--- src/rtl/grid_sprite_compositor.sv ---
// Grid renderer: maps VGA pixel coordinates to grid cells and composites players and
// self-moving cars over a background through a 2-stage pipeline. Also keeps sticky
// per-player collision flags.
module grid_sprite_compositor #(
  parameter int unsigned CELL_PX     = 40,
  parameter int unsigned GRID_W      = 16,
  parameter int unsigned GRID_H      = 12,
  parameter int unsigned NUM_PLAYERS = 2,
  parameter int unsigned NUM_CARS    = 4,
  parameter int unsigned MOVE_FRAMES = 30,
  parameter logic [23:0] BG_COLOR    = 24'hAACCFF,
  parameter logic [23:0] BLANK_COLOR = 24'hFFFFFF,
  parameter logic [24*NUM_PLAYERS-1:0] PLAYER_COLORS = {24'hC0C0C0, 24'h00FF00},
  parameter logic [23:0] CAR_COLOR   = 24'h800080
) (
  input  logic                     clk,
  input  logic                     rst,
  input  logic                     pix_en,
  input  logic                     active_pixels,
  input  logic [9:0]               x_pixel,
  input  logic [9:0]               y_pixel,
  input  logic                     frame_start,
  input  logic                     pause,
  input  logic [4*NUM_PLAYERS-1:0] player_x,
  input  logic [4*NUM_PLAYERS-1:0] player_y,
  input  logic [4*NUM_CARS-1:0]    car_row,
  input  logic [NUM_CARS-1:0]      car_dir,
  input  logic                     collision_clr,
  output logic [23:0]              vga_rgb,
  output logic                     rgb_active,
  output logic [4*NUM_CARS-1:0]    car_x,
  output logic [NUM_PLAYERS-1:0]   collision
);

  localparam logic [9:0]     CELL    = 10'(CELL_PX);
  localparam int unsigned    FCW     = (MOVE_FRAMES > 1) ? $clog2(MOVE_FRAMES) : 1;
  localparam logic [FCW-1:0] LAST    = FCW'(MOVE_FRAMES - 1);
  localparam logic [3:0]     COL_MAX = 4'(GRID_W - 1);

  logic [9:0]     w_gx_full, w_gy_full;
  logic [3:0]     r_gx, r_gy;
  logic           r_act1, r_oog1;
  logic [23:0]    w_color;
  logic [23:0]    r_rgb;
  logic           r_rgb_act;
  logic [FCW-1:0] r_cnt;
  logic [3:0]     r_car_x [NUM_CARS];
  logic [3:0]     w_car_next [NUM_CARS];
  logic [NUM_PLAYERS-1:0] w_hit, r_coll;

  assign w_gx_full = x_pixel / CELL;
  assign w_gy_full = y_pixel / CELL;

  // Comparing the full quotient against the grid size is the same test as
  // x >= GRID_W*CELL_PX, and keeps the truncated 4-bit cell index safe.
  always_ff @(posedge clk) begin
    if (rst) begin
      r_gx   <= '0;
      r_gy   <= '0;
      r_act1 <= 1'b0;
      r_oog1 <= 1'b0;
    end else if (pix_en) begin
      r_gx   <= w_gx_full[3:0];
      r_gy   <= w_gy_full[3:0];
      r_act1 <= active_pixels;
      r_oog1 <= (w_gx_full >= 10'(GRID_W)) || (w_gy_full >= 10'(GRID_H));
    end
  end

  // Lowest-priority sources are written first so player 0 ends up on top.
  always_comb begin
    w_color = BG_COLOR;
    if (!r_act1) begin
      w_color = BLANK_COLOR;
    end else if (!r_oog1) begin
      for (int unsigned c = 0; c < NUM_CARS; c++) begin
        if (r_car_x[c] == r_gx && car_row[4*c +: 4] == r_gy)
          w_color = CAR_COLOR;
      end
      for (int unsigned k = 0; k < NUM_PLAYERS; k++) begin
        if (player_x[4*(NUM_PLAYERS-1-k) +: 4] == r_gx &&
            player_y[4*(NUM_PLAYERS-1-k) +: 4] == r_gy)
          w_color = PLAYER_COLORS[24*(NUM_PLAYERS-1-k) +: 24];
      end
    end
  end

  always_ff @(posedge clk) begin
    if (rst) begin
      r_rgb     <= BG_COLOR;
      r_rgb_act <= 1'b0;
    end else if (pix_en) begin
      r_rgb     <= w_color;
      r_rgb_act <= r_act1;
    end
  end

  always_comb begin
    for (int unsigned c = 0; c < NUM_CARS; c++) begin
      w_car_next[c] = r_car_x[c];
      if (car_dir[c])
        w_car_next[c] = (r_car_x[c] == '0) ? COL_MAX : r_car_x[c] - 4'd1;
      else
        w_car_next[c] = (r_car_x[c] == COL_MAX) ? '0 : r_car_x[c] + 4'd1;
    end
  end

  always_ff @(posedge clk) begin
    if (rst) begin
      r_cnt <= '0;
      for (int unsigned c = 0; c < NUM_CARS; c++)
        r_car_x[c] <= 4'((c * GRID_W) / NUM_CARS);
    end else if (frame_start && !pause) begin
      if (r_cnt == LAST) begin
        r_cnt <= '0;
        for (int unsigned c = 0; c < NUM_CARS; c++)
          r_car_x[c] <= w_car_next[c];
      end else begin
        r_cnt <= r_cnt + 1'b1;
      end
    end
  end

  always_comb begin
    w_hit = '0;
    for (int unsigned p = 0; p < NUM_PLAYERS; p++) begin
      for (int unsigned c = 0; c < NUM_CARS; c++) begin
        if (r_car_x[c] == player_x[4*p +: 4] && car_row[4*c +: 4] == player_y[4*p +: 4])
          w_hit[p] = 1'b1;
      end
    end
  end

  // A hit in the same cycle as a clear keeps its flag set.
  always_ff @(posedge clk) begin
    if (rst)
      r_coll <= '0;
    else if (collision_clr)
      r_coll <= w_hit;
    else
      r_coll <= r_coll | w_hit;
  end

  always_comb begin
    car_x = '0;
    for (int unsigned c = 0; c < NUM_CARS; c++)
      car_x[4*c +: 4] = r_car_x[c];
  end

  assign vga_rgb    = r_rgb;
  assign rgb_active = r_rgb_act;
  assign collision  = r_coll;

endmodule

--- config.mk ---
export PLATFORM = sky130hd
export DESIGN_NAME = grid_sprite_compositor
export DESIGN_NICKNAME = d
export VERILOG_FILES = /design/src/rtl/grid_sprite_compositor.sv
export SDC_FILE = /design/constraint.sdc
export NUM_CORES = 1
export LEC_CHECK = 0
export BUFFER_PORTS_ARGS = -buffer_cell sky130_fd_sc_hd__buf_2
export CORE_AREA = 2 2 105 82
export CTS_CLUSTER_DIAMETER = 60
export DETAILED_ROUTE_END_ITERATION = 10
export DIE_AREA = 0 0 107 84
export PLACE_DENSITY_LB_ADDON = 0.1
export SYNTH_ARGS = -nofsm -noshare
export SYNTH_HDL_FRONTEND = slang
export SYNTH_SLANG_ARGS = --single-unit
export TNS_END_PERCENT = 1
--- constraint.sdc ---
create_clock -name clk -period 2.8 [get_ports clk]
set_clock_uncertainty 0.05 [all_clocks]
set_input_delay 0.56 -clock clk [delete_from_list [all_inputs] [get_ports clk]]
set_output_delay 0.56 -clock clk [all_outputs]
set_load 0.02 [all_outputs]
# Yosys cells after proc, flatten, opt, wreduce, memory -nomap -nowiden
# Memory sizes are Yosys's and may differ from the RTL's.
# Index checks and enable logic that the tools add are counted.
[totals] ff_bits=42 ramBits=16 in_bits=63 wordCells=121 mem_count=1
[mem_list] name="r_car_x" depth=4 width=4 rd=4 rd_ports_with_merged_regs=0 wr=4 line="47" rtl="logic [3:0] r_car_x [NUM_CARS];"
[op_classes] addsub=9 div=2 magnitude_cmp=2 eq_ne=33 muxes=40 bitwise_logic=5 reduce_logical=21
[op_table] operator="$mux 24" n=7
[op_table] operator="$eq 4x4->1" n=28
[op_table] operator="$mux 4" n=16
[op_table] operator="$mux 22" n=1
[op_table] operator="$div 10x6->10 const B" n=2
[op_table] operator="$add 4x1->4 const B" n=4
[op_table] operator="$eq 4x4->1 const B" n=4
[op_table] operator="$logic_not 4->1" n=4
[op_table] operator="$sub 4x1->4 const B" n=4
[op_table] operator="$logic_and 1x1->1" n=15
[op_table] operator="$mux 1" n=14
[op_table] operator="$ge 10x4->1 const B" n=1
[op_table] operator="$ge 10x5->1 const B" n=1
[op_table] operator="$add 5x1->5 const B" n=1
[op_table] operator="$eq 5x5->1 const B" n=1
[op_table] operator="$mux 5" n=1
[op_table] operator="$or 1x1->1" n=4
[op_table] operator="$mux 2" n=1
[op_table] operator="$or 2x2->2" n=1
[op_table] operator="$logic_not 1->1" n=1
[op_table] operator="$logic_or 1x1->1" n=1

# Depth between registers and ports, before layout
# Gate-level depths: netlist (run 1).
# An unclocked memory read counts as a cell.
[logic_depth] depth_word=11 ltp_mapped=8 mapped_depth_nobuf=7

# Worst setup path after synthesis (run 1)
# OpenSTA, ideal clock, no wires.
[synth_path] kind="input-to-reg" start="in frame_start" end="mem r_car_x[0][0], enable pin" setup_time_ns=0.383 arrival_ns=1.902 required_time_ns=2.367 path_slack_ns=0.466 stages=5 n_path_buf=1 path_cell_list="nor2b_1 -> and3_1 -> and3_1 -> or2_2 -> clkbuf_1"
[synth_rtl] element="start: declaration" line="22" rtl="input logic frame_start,"
[synth_rtl] element="end: declaration" line="47"

# Worst setup path in the final report (run 1)
[layout_path] start="reg r_gy[0]" end="reg r_rgb[21], in the netlist vga_rgb[21]"
[layout_via] elab_chain_cells=10 elab_cells_between_ends=20 cone_classes="eq/ne (6); mux (8); reduce/logical (6)"
[layout_rtl] element="start: declaration" line="41" rtl="logic [3:0] r_gx, r_gy;"
[layout_rtl] element="start signal: assignment" line="64" rtl="r_gy <= w_gy_full[3:0];"
[layout_rtl] element="$eq 4x4->1" line="77" rtl="if (r_car_x[c] == r_gx && car_row[4*c +: 4] == r_gy)"
[layout_rtl] element="$logic_and 1x1->1" line="77"
[layout_rtl] element="$mux 22" line="77"
[layout_rtl] element="$mux 24 (3 in series)" line="77"
[layout_rtl] element="$mux 24" line="81" rtl="if (player_x[4*(NUM_PLAYERS-1-k) +: 4] == r_gx &&"
[layout_rtl] element="$mux 24 (*)" line="81"
[layout_rtl] element="$mux 24 (*)" line="75" rtl="end else if (!r_oog1) begin"
[layout_rtl] element="$mux 24 (*)" line="73" rtl="if (!r_act1) begin"
[layout_rtl] element="end signal: assignment" line="93" rtl="r_rgb <= w_color;"
[layout_rtl] element="end: declaration" line="44" rtl="logic [23:0] r_rgb;"
# Mark *: on every way between the ends. The rest lies on a longest branch, timed or not.
# A chain may end at the register's enable or synchronous reset.

==> results.json, run 1 <==
{
  "yosysWarningCount": 0,
  "cts_resized": 0,
  "cts-hold-fix-buffers": 0,
  "crit_slowest_cell": "dfxtp_1",
  "core_um2": 8090,
  "fin_nets": 661,
  "place_ws_ns": 0.509,
  "drive_above_1_share_pct": 20.9,
  "netlist_top_cells_area": "xnor2_1 14%, dfxtp_1 12%, edfxtp_1 11%, xor2_1 11%, nor2_1 4.6%",
  "finalWirelength_mm": 10.9,
  "die_w_um": 107,
  "cell_internal_pwr_mw": 1.16,
  "crit_buf_inv": 0,
  "cts_buffers": 5,
  "final_cell_mix": "102 x buf_2, 70 x xnor2_1, 53 x xor2_1",
  "gr-usage-all-layers_pct": 24.3,
  "pin_count": 106,
  "synth_top_family_by_area": "XOR/XNOR gates",
  "grt_pass1_vias": 3516,
  "yosys.area.top_type": "xnor2_1",
  "grt-ovfl-total": 0,
  "yosysUniqueCellTypes": 56,
  "cp_data_arrival_time_ns": 2.26,
  "postRouteAntennaNets": 0,
  "clock_sinks": 42,
  "hold-worst-slack_ns": 0.433,
  "critPathMaxFanout": 7,
  "fillers": 784,
  "crit_chain": "xor2_1 -> nor4_1 -> nand2_1 -> a2111oi_0 -> nor2_1",
  "fin_ws_ns": 0.669,
  "drtPass1Iterations": 4,
  "muxShareOfSynthArea_pct": 0.469,
  "crit_type": "reg2reg",
  "cts_tree": "yes",
  "async_flop_share_pct": 0,
  "worst_pin_slew_ns": 0.568,
  "endpoint_kind": "register",
  "slew_violations": 0,
  "synth_flop_cell": "dfxtp_1",
  "routedWlPerCell_um": 15.7,
  "htreeDepth": 2,
  "synth_xor_area_share_pct": 25.3,
  "layout_commonest_cell": "buf_2",
  "p_sw_uw": 539,
  "met1Wirelength_mm": 4.98,
  "max_freq_mhz": 469,
  "dieArea_um2": 8990,
  "cap_violations": 0,
  "regArea_um2": 1000,
  "grt_max_degree": 26,
  "io_buffers": 102,
  "dp.final_hpwl_mm": 8.29,
  "p_per_area_nw_per_um2": 359,
  "grt_pass1_wl_mm": 17.4,
  "p_seq_share_pct": 42.3,
  "syn_avg_cell_area_um2": 7.87,
  "rsz0062_at_grt": "false",
  "finalSetupViolations": 0,
  "met2_length_mm": 4.79,
  "antenna_found_initial": 1,
  "p_clk_share_pct": 30.2,
  "path_delay_family": "simple AND/OR/NAND/NOR gates",
  "area_growth_pct": 10.8,
  "gp_congestion": 0.927,
  "min_period_ns": 2.13,
  "cpPeakStageDelay_ns": 0.60,
  "swShare_pct": 31.8,
  "vdd_drop_max_mv": 0.240,
  "syn-cell-area_um2": 4260,
  "cts.clk_slew.worst_paths_ns": 0.09,
  "required_ns": 2.93,
  "slew_headroom_pct": 62.1,
  "synth_top_area_share_pct": 14.4,
  "ctsLongestPathBuffers": 2,
  "ys_seq_elements": 42,
  "dr.max_layer_used": "met5",
  "syn-num-nets": 619,
  "synth-simple-area-share_pct": 20.5,
  "post_cts_buffers": 0,
  "num_antenna_cells": 0,
  "status": "finished clean",
  "die_h_um": 84,
  "clk_latency_ns": 0.29,
  "final-hold-violation-count": 0,
  "comb_power_share_pct": 27.5,
  "drc": 0,
  "synth_edf_count": 16,
  "cts_root_buf": "clkbuf_8",
  "start_util_pct": 52.7,
  "p_leak_nw": 1.85,
  "multiInputGateArea_um2": 2860,
  "route.vias.total": 3869,
  "cp-start-kind": "register",
  "wl_met3_um": 772,
  "synth_adder_area_share_pct": 5.08,
  "drt-initial-drc-count": 246,
  "synth_cells": 542,
  "timing.final.crit_share_pct": 76.1,
  "rows": 29,
  "hold_path.class": "reg2reg",
  "synth-compound-area-share_pct": 15.7,
  "fin_tns_setup_ns": 0,
  "yosysSeqAreaShare_pct": 23.5,
  "post_drt_via_cell_ratio": 5.58
}
## per-layer routing
metal	vias up	GRT usage (%)
li1	1921	-
met1	1783	33.5
met2	139	38.0
met3	24	4.53
met4	2	8.50
met5	-	0
## metrics by stage
stage          power [mW]  cell area [µm²]  std cells  util, %
6_report             1.69             4730        693     58.4
3_3_place_gp         1.18             4600        685     56.8
3_5_place_dp         1.19             4600        685     56.8
4_1_cts              1.70             4730        693     58.4
2_1_floorplan        1.07             4260        542        -
5_1_grt              1.79             4730        693     58.4
## registers in the layout, summed over array words and instances (netlist names)
register,count
r_car_x,16
vga_rgb,8
r_cnt,5
r_gx,4
r_gy,4
collision,2
r_act1,1
r_oog1,1
rgb_active,1
## logic make-up (layout without fill, tap and decap cells)
kind of cell / count (synthesis) / count (layout)
DFF: 42 / 42
buffers and inverters: 87 / 130
and+or+nand+nor: 168 / 168
muxes: 2 / 2
adders and majority gates: 18 / 18
AOI/OAI and AO/OA: 102 / 102
xor gates and xnor gates: 123 / 123
## cell usage after synthesis (all sizes together), types with 9 or more instances
cell,instances
nand4,18
a21oi,22
xor2,53
o21ai,20
nand2,29
a31oi,9
a211oi,10
buf,28
clkbuf,44
nor2,52
inv,15
o22ai,9
dfxtp,26
nor2b,14
nand2b,14
edfxtp,16
nor4,14
ha,14
xnor2,70
## tightest hold or removal path, stage by stage, from the launching register on
cell and delay [ns]:
dfxtp_1 0.32, nor2_1 0.08, nor3_1 0.05
## power by group through the flow
stage	registers (mW)	clock network, mW	logic [mW]
after floorplan	0.696	0	0.373
after global placement	0.728	0	0.452
after detailed placement	0.731	0	0.463
after CTS	0.716	0.522	0.466
after global routing	0.721	0.548	0.517
final	0.717	0.511	0.466
## area by class of cell
| type | count | area share, % |
|---|---|---|
| Multi-Input combinational cell | 413 | 60.5 |
| Sequential cell | 42 | 21.2 |
| Timing Repair Buffer | 107 | 11.6 |
| Tap cell | 108 | 2.86 |
| Clock buffer | 7 | 2.52 |
| Inverter | 15 | 1.19 |
| Clock inverter | 1 | 0.185 |
## worst paths after layout
check / startpoint / to / slack [ns] / cells past startpoint
setup / recovery: r_gy[0]$_SDFFE_PP0P_ / vga_rgb[21]$_SDFFE_PP1P_ / 0.67 / 5
hold / removal: vga_rgb[22]$_SDFFE_PP0P_ / vga_rgb[22]$_SDFFE_PP0P_ / 0.43 / 2
hold reg to reg: vga_rgb[22]$_SDFFE_PP0P_ / vga_rgb[22]$_SDFFE_PP0P_ / 0.43 / 2
setup reg to reg: r_gy[0]$_SDFFE_PP0P_ / vga_rgb[21]$_SDFFE_PP1P_ / 0.67 / 5
Note: power is estimated with default switching activity, not from simulation.
==> run 2: changes to the inputs <==
Clock period 2.8 ns to 2 ns, I/O delays scaled along.
==> run 2 against run 1 <==
Register-to-register slack got worse by 0.55 ns. Clock-buffer cell count did not move. Cell area up 8.8%. Worst setup slack got worse by 0.55 ns. Fmax rose by 13%. First-iteration DRC count increased by 3.3%.
==> results.json, run 2 (synthesized netlist as in run 1, its figures left out) <==
{
  "drtPass1Iterations": 5,
  "cp_num_cells": 7,
  "finalSetupViolations": 0,
  "gp_congestion": 0.980,
  "fin_ws_ns": 0.120,
  "cts-hold-fix-buffers": 0,
  "largest_register": "r_car_x",
  "drive_above_1_share_pct": 28.1,
  "power_mw": 2.47,
  "crit_top_cell": "buf_4",
  "cp-start-kind": "register",
  "timing.final.crit_share_pct": 94.0,
  "die_w_um": 107,
  "post_cts_buffers": 0,
  "io_buffers": 102,
  "postRouteAntennaNets": 0,
  "holdPathStages": 3,
  "core_um2": 8090,
  "drc": 0,
  "design_area_um2": 5140,
  "grt-ovfl-total": 0,
  "rows": 29,
  "p_per_area_nw_per_um2": 481,
  "slew_headroom_pct": 66.4,
  "fillers": 740,
  "max_freq_mhz": 532,
  "largest_register_ffs": 16,
  "num_antenna_cells": 0,
  "crit_type": "reg2reg",
  "status": "finished clean",
  "cp_data_arrival_time_ns": 2.03,
  "antenna_found_initial": 0,
  "grt_max_degree": 21,
  "dpl-instance-area_um2": 5000,
  "start_util_pct": 52.7,
  "routedWlPerCell_um": 15.8,
  "rr_worst_depth": 7,
  "grt_pass1_wl_mm": 19.2,
  "cts_root_buf": "clkbuf_8",
  "dp.final_hpwl_mm": 9.39,
  "ctsLongestPathBuffers": 2,
  "grt_pass1_vias": 3940,
  "area_growth_pct": 20.6,
  "crit_slowest_cell": "dfxtp_2",
  "endpoint_kind": "register",
  "layout_commonest_cell": "buf_2",
  "crit_buf_inv": 2,
  "rsz0062_at_grt": "false",
  "pin_count": 106,
  "finalWirelength_mm": 11.8,
  "drt-initial-drc-count": 254,
  "crit_chain": "buf_4 -> xor2_1 -> nor4_2 -> nand2_1 -> buf_4 -> o32ai_1 -> nand2b_1",
  "hold_path.class": "in2reg",
  "final_cell_mix": "102 x buf_2, 70 x xnor2_1, 56 x buf_4",
  "min_period_ns": 1.88,
  "worst_pin_slew_ns": 0.505,
  "vdd_drop_max_mv": 0.526,
  "gr-usage-all-layers_pct": 26.7,
  "slew_violations": 0,
  "place_ws_ns": -0.0848,
  "final-hold-violation-count": 0,
  "cts_tree": "yes",
  "dieArea_um2": 8990,
  "die_h_um": 84,
  "clk_latency_ns": 0.30,
  "required_ns": 2.15,
  "cpPeakStageDelay_ns": 0.39,
  "cap_violations": 0,
  "cts_buffers": 5,
  "critPathMaxFanout": 5,
  "route.vias.total": 4134,
  "fin_nets": 713,
  "p_leak_nw": 2.12,
  "post_drt_via_cell_ratio": 5.55,
  "r2r_slack_ns": 0.12,
  "path_delay_family": "simple AND/OR/NAND/NOR gates",
  "clock_sinks": 42,
  "cts.clk_slew.worst_paths_ns": 0.09,
  "htreeDepth": 2
}
## run 2: changes by cell type in the layout (fill, tap and decap cells not counted)
cell and delta:
buf_12 +1, buf_4 +51, nor4_1 -1, dfxtp_4 +1, nor4_2 +1, dfxtp_1 -4
a2111oi_1 +1, a2111oi_0 -1, dfxtp_2 +3
## run 2: layout make-up
type	instances	area, µm²	area share, %
flip-flops and latches	42	1010	19.6
inverters	15	56.3	1.09
repair buffers	159	951	18.5
well taps	108	135	2.63
clock buffers	7	119	2.31
multi-input cells	413	2870	55.7
clock inverters	1	8.76	0.170
## run 2: path summary, 6_finish.rpt
path,from,to
setup / recovery,r_gx[1]$_SDFFE_PP0P_,vga_rgb[7]$_SDFFE_PP1P_
hold / removal,active_pixels,r_act1$_SDFFE_PP0P_
setup reg to reg,r_gx[1]$_SDFFE_PP0P_,vga_rgb[7]$_SDFFE_PP1P_
hold reg to reg,rgb_active$_SDFFE_PP0P_,rgb_active$_SDFFE_PP0P_
## run 2: report_power, final
| part | switching (mW) | internal (mW) | total, mW |
|---|---|---|---|
| Clock | 0.323 | 0.400 | 0.723 |
| Combinational | 0.417 | 0.362 | 0.780 |
| Sequential | 0.0487 | 0.921 | 0.970 |
## run 2: worst min-delay path, delay by kind of cell
family | cells | cell delay [ns]
buffers and inverters | 1 | 0.08
multiplexers | 1 | 0.06
AND/OR/NAND/NOR | 1 | 0.08
## run 2: routing by layer
| metal | track usage [%] | wire length, µm | vias to the layer above |
|---|---|---|---|
| met5 | 0 | 0 | - |
| met4 | 5.90 | 164 | 0 |
| met3 | 3.51 | 684 | 12 |
| met2 | 43.8 | 5400 | 123 |
| met1 | 37.5 | 5540 | 1962 |
| li1 | - | - | 2037 |
## run 2: timing repair
action / CTS / global route
cloned: 0 / 0
pin swaps: 0 / 1
setup endpoints to repair: 2 / 2
resized for setup: 2 / 5
## run 2: stage by stage
step | instances | hold slack (ns) | TNS (ns) | utilization [%]
5_1_grt | 745 | 0.314 | 0 | 63.6
3_5_place_dp | 737 | 0.406 | -0.153 | 61.8
2_1_floorplan | 542 | 0.421 | -0.0349 | -
3_3_place_gp | 737 | 0.400 | -0.0890 | 61.8
6_report | 745 | 0.295 | 0 | 63.6
4_1_cts | 745 | 0.292 | 0 | 63.5
